`config.mk`:
```
export PLATFORM = sky130hd
export DESIGN_NAME = vx_tcu_drl_align_flat
export DESIGN_NICKNAME = d
export VERILOG_FILES = /design/src/rtl/vx_tcu_drl_align_pkg.sv /design/src/rtl/vx_tcu_drl_align_if.sv /design/src/rtl/vx_tcu_drl_align_lane.sv /design/src/rtl/vx_tcu_drl_align.sv /design/src/flat_wrapper.sv
export SDC_FILE = /design/constraint.sdc
export NUM_CORES = 1
export LEC_CHECK = 0
export CORE_UTILIZATION = 55
export DETAILED_ROUTE_END_ITERATION = 10
export PLACE_DENSITY = 0.87
export SKIP_LAST_GASP = 1
export SYNTH_ARGS = -nofsm -noshare
export SYNTH_HDL_FRONTEND = slang
export SYNTH_SLANG_ARGS = --single-unit
```
`constraint.sdc`:
```
create_clock -name clk -period 22.4 [get_ports clk]
set_clock_uncertainty 0.2 [all_clocks]
set_input_delay 5.6 -clock clk [delete_from_list [all_inputs] [get_ports clk]]
set_output_delay 5.6 -clock clk [all_outputs]
set_load 0.05 [all_outputs]
```
`src/rtl/vx_tcu_drl_align_pkg.sv`:
```
// ---------------------------------------------------------------------------
// VX_tcu_pkg
//   Shared TCU types and default geometry for the DRL alignment stage.
//   - fedp_excep_t    : exception flags that ride along with each request
//   - tcu_align_req_t : one alignment request at the default geometry
//                       (TCU_TCK product lanes + 1 C-operand lane)
// ---------------------------------------------------------------------------
package VX_tcu_pkg;

    localparam int TCU_N     = 2;
    localparam int TCU_TCK   = 2 * TCU_N;
    localparam int TCU_W     = 25;
    localparam int TCU_WA    = 28;
    localparam int TCU_EXP_W = 10;

    typedef struct packed {
        logic is_nan;
        logic is_pinf;
        logic is_ninf;
        logic is_invalid;
    } fedp_excep_t;

    typedef struct packed {
        logic [31:0]                    req_id;
        logic [TCU_EXP_W-1:0]           max_exp;
        logic [(TCU_TCK+1)*8-1:0]       shift_amt;
        logic [(TCU_TCK+1)*TCU_W-1:0]   raw_sigs;
        fedp_excep_t                    exceptions;
        logic [TCU_TCK-1:0]             lane_mask;
    } tcu_align_req_t;

endpackage

```
`src/rtl/vx_tcu_drl_align_if.sv`:
```
// ---------------------------------------------------------------------------
// vx_tcu_drl_align_if
//   Request/response bundle of the DRL alignment stage.
//   slave  : the alignment block (consumes *_in, produces outputs)
//   master : the surrounding logic (upstream producer + downstream consumer)
// ---------------------------------------------------------------------------
interface vx_tcu_drl_align_if
    import VX_tcu_pkg::*;
#(
    parameter int TCK   = TCU_TCK,
    parameter int W     = TCU_W,
    parameter int WA    = TCU_WA,
    parameter int EXP_W = TCU_EXP_W
) ();

    // upstream side
    logic                   valid_in;
    logic                   ready_in;
    logic [31:0]            req_id_in;
    logic [EXP_W-1:0]       max_exp_in;
    logic [(TCK+1)*8-1:0]   shift_amt_in;
    logic [(TCK+1)*W-1:0]   raw_sigs_in;
    fedp_excep_t            exceptions_in;
    logic [TCK-1:0]         lane_mask_in;

    // downstream side
    logic                   valid_out;
    logic                   ready_out;
    logic [31:0]            req_id_out;
    logic [EXP_W-1:0]       max_exp_out;
    logic [(TCK+1)*WA-1:0]  aligned_sigs;
    logic [TCK:0]           sticky;
    fedp_excep_t            exceptions_out;
    logic [TCK-1:0]         lane_mask_out;

    modport slave (
        input  valid_in, req_id_in, max_exp_in, shift_amt_in, raw_sigs_in,
               exceptions_in, lane_mask_in, ready_out,
        output ready_in, valid_out, req_id_out, max_exp_out, aligned_sigs,
               sticky, exceptions_out, lane_mask_out
    );

    modport master (
        output valid_in, req_id_in, max_exp_in, shift_amt_in, raw_sigs_in,
               exceptions_in, lane_mask_in, ready_out,
        input  ready_in, valid_out, req_id_out, max_exp_out, aligned_sigs,
               sticky, exceptions_out, lane_mask_out
    );

endinterface

```
`src/rtl/vx_tcu_drl_align_lane.sv`:
```
// ---------------------------------------------------------------------------
// vx_tcu_drl_align_lane
//   Combinational single-lane alignment: pads the signed significand with
//   WA-W fraction bits, arithmetic-right-shifts it and reports the sticky OR
//   of everything shifted out. Inactive lanes produce zero / no sticky.
//   i_sig      : W-bit two's-complement significand
//   i_shift    : right-shift amount
//   i_active   : lane enabled
//   o_aligned  : WA-bit aligned significand
//   o_sticky   : OR of discarded bits
// ---------------------------------------------------------------------------
module vx_tcu_drl_align_lane
    import VX_tcu_pkg::*;
#(
    parameter int W  = TCU_W,
    parameter int WA = TCU_WA
) (
    input  logic [W-1:0]    i_sig,
    input  logic [7:0]      i_shift,
    input  logic            i_active,
    output logic [WA-1:0]   o_aligned,
    output logic            o_sticky
);

    // Sign extension followed by the left pad collapses to appending zeros:
    // the extension bits are exactly the ones pushed out the top.
    logic signed [WA-1:0] w_ext;
    logic [WA-1:0]        w_lost_mask;
    logic                 w_in_range;

    assign w_ext       = {i_sig, {(WA-W){1'b0}}};
    assign w_in_range  = (i_shift < 8'(WA));
    // Low i_shift bits set; only consulted while the shift is in range.
    assign w_lost_mask = (WA'(1) << i_shift) - WA'(1);

    always_comb begin
        o_aligned = '0;
        o_sticky  = 1'b0;
        if (i_active) begin
            if (w_in_range) begin
                o_aligned = w_ext >>> i_shift;
                o_sticky  = |(w_ext & w_lost_mask);
            end else begin
                o_sticky  = |i_sig;
            end
        end
    end

endmodule

```
`src/rtl/vx_tcu_drl_align.sv`:
```
// ---------------------------------------------------------------------------
// vx_tcu_drl_align
//   2-deep elastic pipeline that right-aligns TCK+1 signed significands to
//   the shared max exponent and produces per-lane sticky bits.
//   S1 registers the request; S2 holds the aligned result and drives outputs.
//   clk / reset : clock, asynchronous active-high reset
//   bus (slave) : valid/ready request in, valid/ready aligned result out,
//                 req_id / max_exp / exceptions / lane_mask passed through
// ---------------------------------------------------------------------------
module vx_tcu_drl_align
    import VX_tcu_pkg::*;
#(
    parameter int N     = TCU_N,
    parameter int TCK   = 2 * N,
    parameter int W     = TCU_W,
    parameter int WA    = TCU_WA,
    parameter int EXP_W = TCU_EXP_W
) (
    input  logic                clk,
    input  logic                reset,
    vx_tcu_drl_align_if.slave   bus
);

    // ---------------- handshake control ----------------
    logic r_s1_valid, r_s2_valid;
    logic w_s1_load, w_s2_load;

    assign w_s2_load   = !r_s2_valid || bus.ready_out;
    assign w_s1_load   = !r_s1_valid || w_s2_load;
    assign bus.ready_in = w_s1_load;

    // ---------------- stage 1: captured request ----------------
    logic [31:0]            r_s1_req_id;
    logic [EXP_W-1:0]       r_s1_max_exp;
    logic [(TCK+1)*8-1:0]   r_s1_shift;
    logic [(TCK+1)*W-1:0]   r_s1_sigs;
    fedp_excep_t            r_s1_excep;
    logic [TCK-1:0]         r_s1_mask;

    always_ff @(posedge clk or posedge reset) begin
        if (reset) begin
            r_s1_valid   <= 1'b0;
            r_s1_req_id  <= '0;
            r_s1_max_exp <= '0;
            r_s1_shift   <= '0;
            r_s1_sigs    <= '0;
            r_s1_excep   <= '0;
            r_s1_mask    <= '0;
        end else if (w_s1_load) begin
            r_s1_valid <= bus.valid_in;
            if (bus.valid_in) begin
                r_s1_req_id  <= bus.req_id_in;
                r_s1_max_exp <= bus.max_exp_in;
                r_s1_shift   <= bus.shift_amt_in;
                r_s1_sigs    <= bus.raw_sigs_in;
                r_s1_excep   <= bus.exceptions_in;
                r_s1_mask    <= bus.lane_mask_in;
            end
        end
    end

    // ---------------- per-lane alignment ----------------
    logic [TCK:0][WA-1:0] w_aligned;
    logic [TCK:0]         w_sticky;

    for (genvar g = 0; g <= TCK; g++) begin : g_lane
        logic w_active;
        if (g < TCK) begin : g_prod
            assign w_active = r_s1_mask[g];
        end else begin : g_c
            assign w_active = 1'b1;     // C-operand lane is never masked
        end

        vx_tcu_drl_align_lane #(
            .W  (W),
            .WA (WA)
        ) u_lane (
            .i_sig     (r_s1_sigs[g*W +: W]),
            .i_shift   (r_s1_shift[g*8 +: 8]),
            .i_active  (w_active),
            .o_aligned (w_aligned[g]),
            .o_sticky  (w_sticky[g])
        );
    end

    // ---------------- stage 2: result / outputs ----------------
    logic [31:0]            r_s2_req_id;
    logic [EXP_W-1:0]       r_s2_max_exp;
    logic [(TCK+1)*WA-1:0]  r_s2_aligned;
    logic [TCK:0]           r_s2_sticky;
    fedp_excep_t            r_s2_excep;
    logic [TCK-1:0]         r_s2_mask;

    always_ff @(posedge clk or posedge reset) begin
        if (reset) begin
            r_s2_valid   <= 1'b0;
            r_s2_req_id  <= '0;
            r_s2_max_exp <= '0;
            r_s2_aligned <= '0;
            r_s2_sticky  <= '0;
            r_s2_excep   <= '0;
            r_s2_mask    <= '0;
        end else if (w_s2_load) begin
            r_s2_valid <= r_s1_valid;
            // Data only moves with a real request so a drained S2 keeps its
            // last contents instead of toggling on bubbles.
            if (r_s1_valid) begin
                r_s2_req_id  <= r_s1_req_id;
                r_s2_max_exp <= r_s1_max_exp;
                r_s2_aligned <= w_aligned;
                r_s2_sticky  <= w_sticky;
                r_s2_excep   <= r_s1_excep;
                r_s2_mask    <= r_s1_mask;
            end
        end
    end

    assign bus.valid_out      = r_s2_valid;
    assign bus.req_id_out     = r_s2_req_id;
    assign bus.max_exp_out    = r_s2_max_exp;
    assign bus.aligned_sigs   = r_s2_aligned;
    assign bus.sticky         = r_s2_sticky;
    assign bus.exceptions_out = r_s2_excep;
    assign bus.lane_mask_out  = r_s2_mask;

endmodule
```
`src/flat_wrapper.sv`:
```
// flat-port wrapper written by rule: the top's interface ports become plain ports
module vx_tcu_drl_align_flat import VX_tcu_pkg::*;
#(
    parameter int N     = TCU_N,
    parameter int TCK   = 2 * N,
    parameter int W     = TCU_W,
    parameter int WA    = TCU_WA,
    parameter int EXP_W = TCU_EXP_W
)
  (clk, reset, bus_valid_in, bus_req_id_in, bus_max_exp_in, bus_shift_amt_in, bus_raw_sigs_in, bus_exceptions_in, bus_lane_mask_in, bus_ready_out, bus_ready_in, bus_valid_out, bus_req_id_out, bus_max_exp_out, bus_aligned_sigs, bus_sticky, bus_exceptions_out, bus_lane_mask_out);
  vx_tcu_drl_align_if #(.TCK(TCK), .W(W), .WA(WA), .EXP_W(EXP_W)) bus_i ();
  input  logic clk;
  input  logic reset;
  input wire logic [$bits(bus_i.valid_in)-1:0] bus_valid_in;
  input wire logic [$bits(bus_i.req_id_in)-1:0] bus_req_id_in;
  input wire logic [$bits(bus_i.max_exp_in)-1:0] bus_max_exp_in;
  input wire logic [$bits(bus_i.shift_amt_in)-1:0] bus_shift_amt_in;
  input wire logic [$bits(bus_i.raw_sigs_in)-1:0] bus_raw_sigs_in;
  input wire logic [$bits(bus_i.exceptions_in)-1:0] bus_exceptions_in;
  input wire logic [$bits(bus_i.lane_mask_in)-1:0] bus_lane_mask_in;
  input wire logic [$bits(bus_i.ready_out)-1:0] bus_ready_out;
  output wire logic [$bits(bus_i.ready_in)-1:0] bus_ready_in;
  output wire logic [$bits(bus_i.valid_out)-1:0] bus_valid_out;
  output wire logic [$bits(bus_i.req_id_out)-1:0] bus_req_id_out;
  output wire logic [$bits(bus_i.max_exp_out)-1:0] bus_max_exp_out;
  output wire logic [$bits(bus_i.aligned_sigs)-1:0] bus_aligned_sigs;
  output wire logic [$bits(bus_i.sticky)-1:0] bus_sticky;
  output wire logic [$bits(bus_i.exceptions_out)-1:0] bus_exceptions_out;
  output wire logic [$bits(bus_i.lane_mask_out)-1:0] bus_lane_mask_out;
  assign bus_i.valid_in = bus_valid_in;
  assign bus_i.req_id_in = bus_req_id_in;
  assign bus_i.max_exp_in = bus_max_exp_in;
  assign bus_i.shift_amt_in = bus_shift_amt_in;
  assign bus_i.raw_sigs_in = bus_raw_sigs_in;
  assign bus_i.exceptions_in = bus_exceptions_in;
  assign bus_i.lane_mask_in = bus_lane_mask_in;
  assign bus_i.ready_out = bus_ready_out;
  assign bus_ready_in = bus_i.ready_in;
  assign bus_valid_out = bus_i.valid_out;
  assign bus_req_id_out = bus_i.req_id_out;
  assign bus_max_exp_out = bus_i.max_exp_out;
  assign bus_aligned_sigs = bus_i.aligned_sigs;
  assign bus_sticky = bus_i.sticky;
  assign bus_exceptions_out = bus_i.exceptions_out;
  assign bus_lane_mask_out = bus_i.lane_mask_out;
  vx_tcu_drl_align #(.N(N), .TCK(TCK), .W(W), .WA(WA), .EXP_W(EXP_W)) u_core (.clk(clk), .reset(reset), .bus(bus_i));
endmodule
```
==> summary.md <==
| Metric | Value |
|---|---|
| Layout Cells excl Fill | `approximately 3700` |
| Num ports | `416` |
| Fill count | `approximately 3600` |
| Clk Latency, worst-skew pair | `around 0.6 ns` |
| P&R area growth vs syn | `21.6%` |
| Crit start category | `input pin` |
| Unrepaired setup endpoints after global routing | `no` |
| H-tree depth | `2` |
| Post-synth top area cell | `dfrtp_1` |
| Die Width | `221 µm` |
| Endpoints failing hold | `0` |
| Initial Util | `0.563` |
| Worst VDD drop | `0.0000806 V` |
| Final Net Count | `3266` |
| Die height | `221 µm` |
| Syn avg cell area | `between 9 and 10 µm²` |
| Initial antenna violation count | `10` |
| # hold bufs at CTS | `0` |
| DRT antenna net count | `0` |
| Run status | `complete, no violations` |
| Sequential share of the synthesized area | `0.390` |
| Total GRT Usage | `0.388` |
| Gr ovfl total | `0` |
| Setup Crit Path Kind | `input pin to output pin` |
| #FFs+latches synth | `412` |
| Worst-case clock buffer depth | `3` |
| Most frequent cell after synthesis | `dfrtp_1` |
| First-pass GRT wire length | `approximately 150000 µm` |
| Drt drc | `0` |
| Gpl congestion | `1.00` |
| Site Rows | `79` |
| Fraction of layout cells with a size suffix above 1 | `0.163` |
| Cell variety after synth | `89` |
| CTS root buffer | `clkbuf_16` |
| Main synth FF type | `dfrtp_1` |
| Number of global-route vias before repair | `24700` |
| Seq. cell area | `between 10000 and 15000 µm²` |
| CP max FO | `3` |
| Pwr dens | `90.3 nW/µm²` |
| Via/cell ratio | `between 6 and 7` |
| Data required, critical path | `16.60 ns` |
| Max Freq | `77.4 MHz` |
| Ys async rst share | `1.00` |
| Number of setup buffers added after CTS | `0` |
| Multi-input gate area | `between 10000 and 15000 µm²` |
| Cells after Synth | `2800` |
| HPWL Detailed | `between 60000 and 70000 µm` |
| CTS buffer count | `44` |
| DR WL/cell | `between 20 and 30 µm` |
| Routed via count | `25400` |
| Arrival time at the worst endpoint | `between 7 and 8 ns` |
| Port Buf Inserts | `415` |
| Yosys warns | `0` |
| Worst Tran Pin Value | `1.05 ns` |
| Routed WL | `96700 µm` |
| Post-Syn Nets | `3019` |
| Mapped cell area | `26400 µm²` |
| Minimum clock period | `12.92 ns` |
| Number of flops mapped to enable cells by yosys | `0` |
| Core Box Area | `47000 µm²` |
| Share of the synthesized area in the top cell type | `0.390` |
| Reg-to-reg setup timing slack | `18.53 ns` |
| Setup TNS | `0 ns` |
| DIE AREA | `48900 µm²` |
| Nature of the critical path endpoint | `output pin` |
| DR iter-0 viols | `3398` |
| Drt pass-1 iters | `6` |
| Total leakage power | `about 13 nW` |
| Post-synth top cells | `412 x dfrtp_1, 404 x nand2_1, 270 x mux2_2` |
| CTS clk-pin slew, worst paths | `0.07 ns` |
| Final worst-path cycle share | `0.577` |
| Slew Viols, Final | `0` |
| Largest net degree at the start of global routing | `roughly 180` |
| Resize count post-CTS | `0` |
| Max_cap viols | `0` |
| Final setup viols | `0` |
| Num Clock Sinks | `roughly 410` |
| CTS tree | `done` |
| Placed Instances | `3608` |
| Hold Crit Class | `flip-flop to flip-flop` |
| Rel. slew slack | `0.297` |
| Area contributors post-synth | `dfrtp_1 39%, mux2_2 12%, nand2_1 5.7%` |
[worst max-delay path, stage by stage]
cell	delay, ns
clkdlybuf4s50_1	0.47
nand3b_1	0.20
clkdlybuf4s50_1	0.84
[cell usage in the layout (no fill, tap or decap), drive strengths merged, types with 18 or more instances in the layout]
| cell | count |
|---|---|
| a22o | 36 |
| nand2 | 404 |
| clkbuf | 56 |
| a31oi | 36 |
| a21oi | 183 |
| a22oi | 22 |
| nand2b | 19 |
| dfrtp | 412 |
| mux4 | 63 |
| nor4 | 31 |
| nor2 | 150 |
| o21ai | 174 |
| a21o | 37 |
| or2 | 18 |
| nand3 | 65 |
| clkdlybuf4s50 | 415 |
| and2 | 21 |
| nor2b | 20 |
| a211oi | 42 |
| nand4 | 23 |
| buf | 40 |
| o211ai | 22 |
| nor3 | 65 |
| inv | 28 |
| mux2i | 104 |
| o31ai | 18 |
| mux2 | 271 |
[through the flow]
step,hold slack [ns],worst slack [ns],area [µm²],util,total power [mW]
floorplan,0.233,5.14,26400,-,1.71
global placement,0.240,9.48,30600,0.651,2.07
detailed placement,0.251,9.51,30600,0.651,2.08
CTS,0.266,9.49,32100,0.684,2.88
global route,0.282,9.45,32100,0.685,3.01
finish,0.267,9.48,32100,0.685,2.90
[metal layers]
metal,vias up,GRT usage,share of wire
li1,11000,-,-
met1,12400,0.492,0.38
met2,1639,0.626,0.47
met3,371,0.0696,0.088
met4,6,0.227,0.067
met5,-,0,0.00042
[power breakdown]
group          total, mW  internal [mW]  switching (mW)
logic               1.10          0.420           0.677
registers           1.01          0.844           0.165
clock network      0.796          0.466           0.330
[cells by family (layout without fill, tap and decap cells)]
group	after synthesis	in the layout	share of synthesized area
multiplexers	438	438	0.209
flip-flops	412	412	0.390
AND/OR/NAND/NOR	863	863	0.148
XOR/XNOR	1	1	0.000332
AO/OA/AOI/OAI	800	800	0.205
other	0	6	0
buffers and inverters	284	567	0.0466
adder cells (fa/ha/maj)	2	2	0.000758
[final timing paths]
check / depth (start not counted) / to / from
setup / recovery: 3 / bus_ready_in / bus_ready_out
hold / removal: 2 / u_core.bus.req_id_out[13] / u_core.r_s1_req_id[13]
setup reg to reg: 7 / u_core.bus.aligned_sigs[18] / u_core.bus.valid_out
hold reg to reg: 2 / u_core.bus.req_id_out[13] / u_core.r_s1_req_id[13]
max in group asynchronous: 4 / u_core.r_s1_shift[0] / reset
min in group asynchronous: 2 / u_core.r_s1_sigs[75] / reset
[state kept, by name, summed over array words and instances, names as in the netlist]
register / cells
u_core.bus.aligned_sigs: 140
u_core.r_s1_req_id: 32
u_core.r_s1_excep: 4
u_core.r_s1_shift: 40
u_core.bus.max_exp_out: 10
u_core.r_s1_max_exp: 10
u_core.bus.req_id_out: 32
u_core.bus.exceptions_out: 4
u_core.r_s1_valid: 1
u_core.bus.sticky: 5
u_core.bus.valid_out: 1
u_core.r_s1_sigs: 125
u_core.r_s1_mask: 4
u_core.bus.lane_mask_out: 4
[area by class of cell]
| class | count | share of cell area |
|---|---|---|
| antenna | 6 | 0.000467 |
| clock buffer | 56 | 0.0388 |
| clock inverter | 26 | 0.00993 |
| inverter | 30 | 0.00374 |
| multi-input combinational | 2104 | 0.464 |
| sequential | 412 | 0.321 |
| tap | 607 | 0.0236 |
| timing repair buffer | 455 | 0.139 |
No activity file was read; power rests on OpenSTA's default activity.
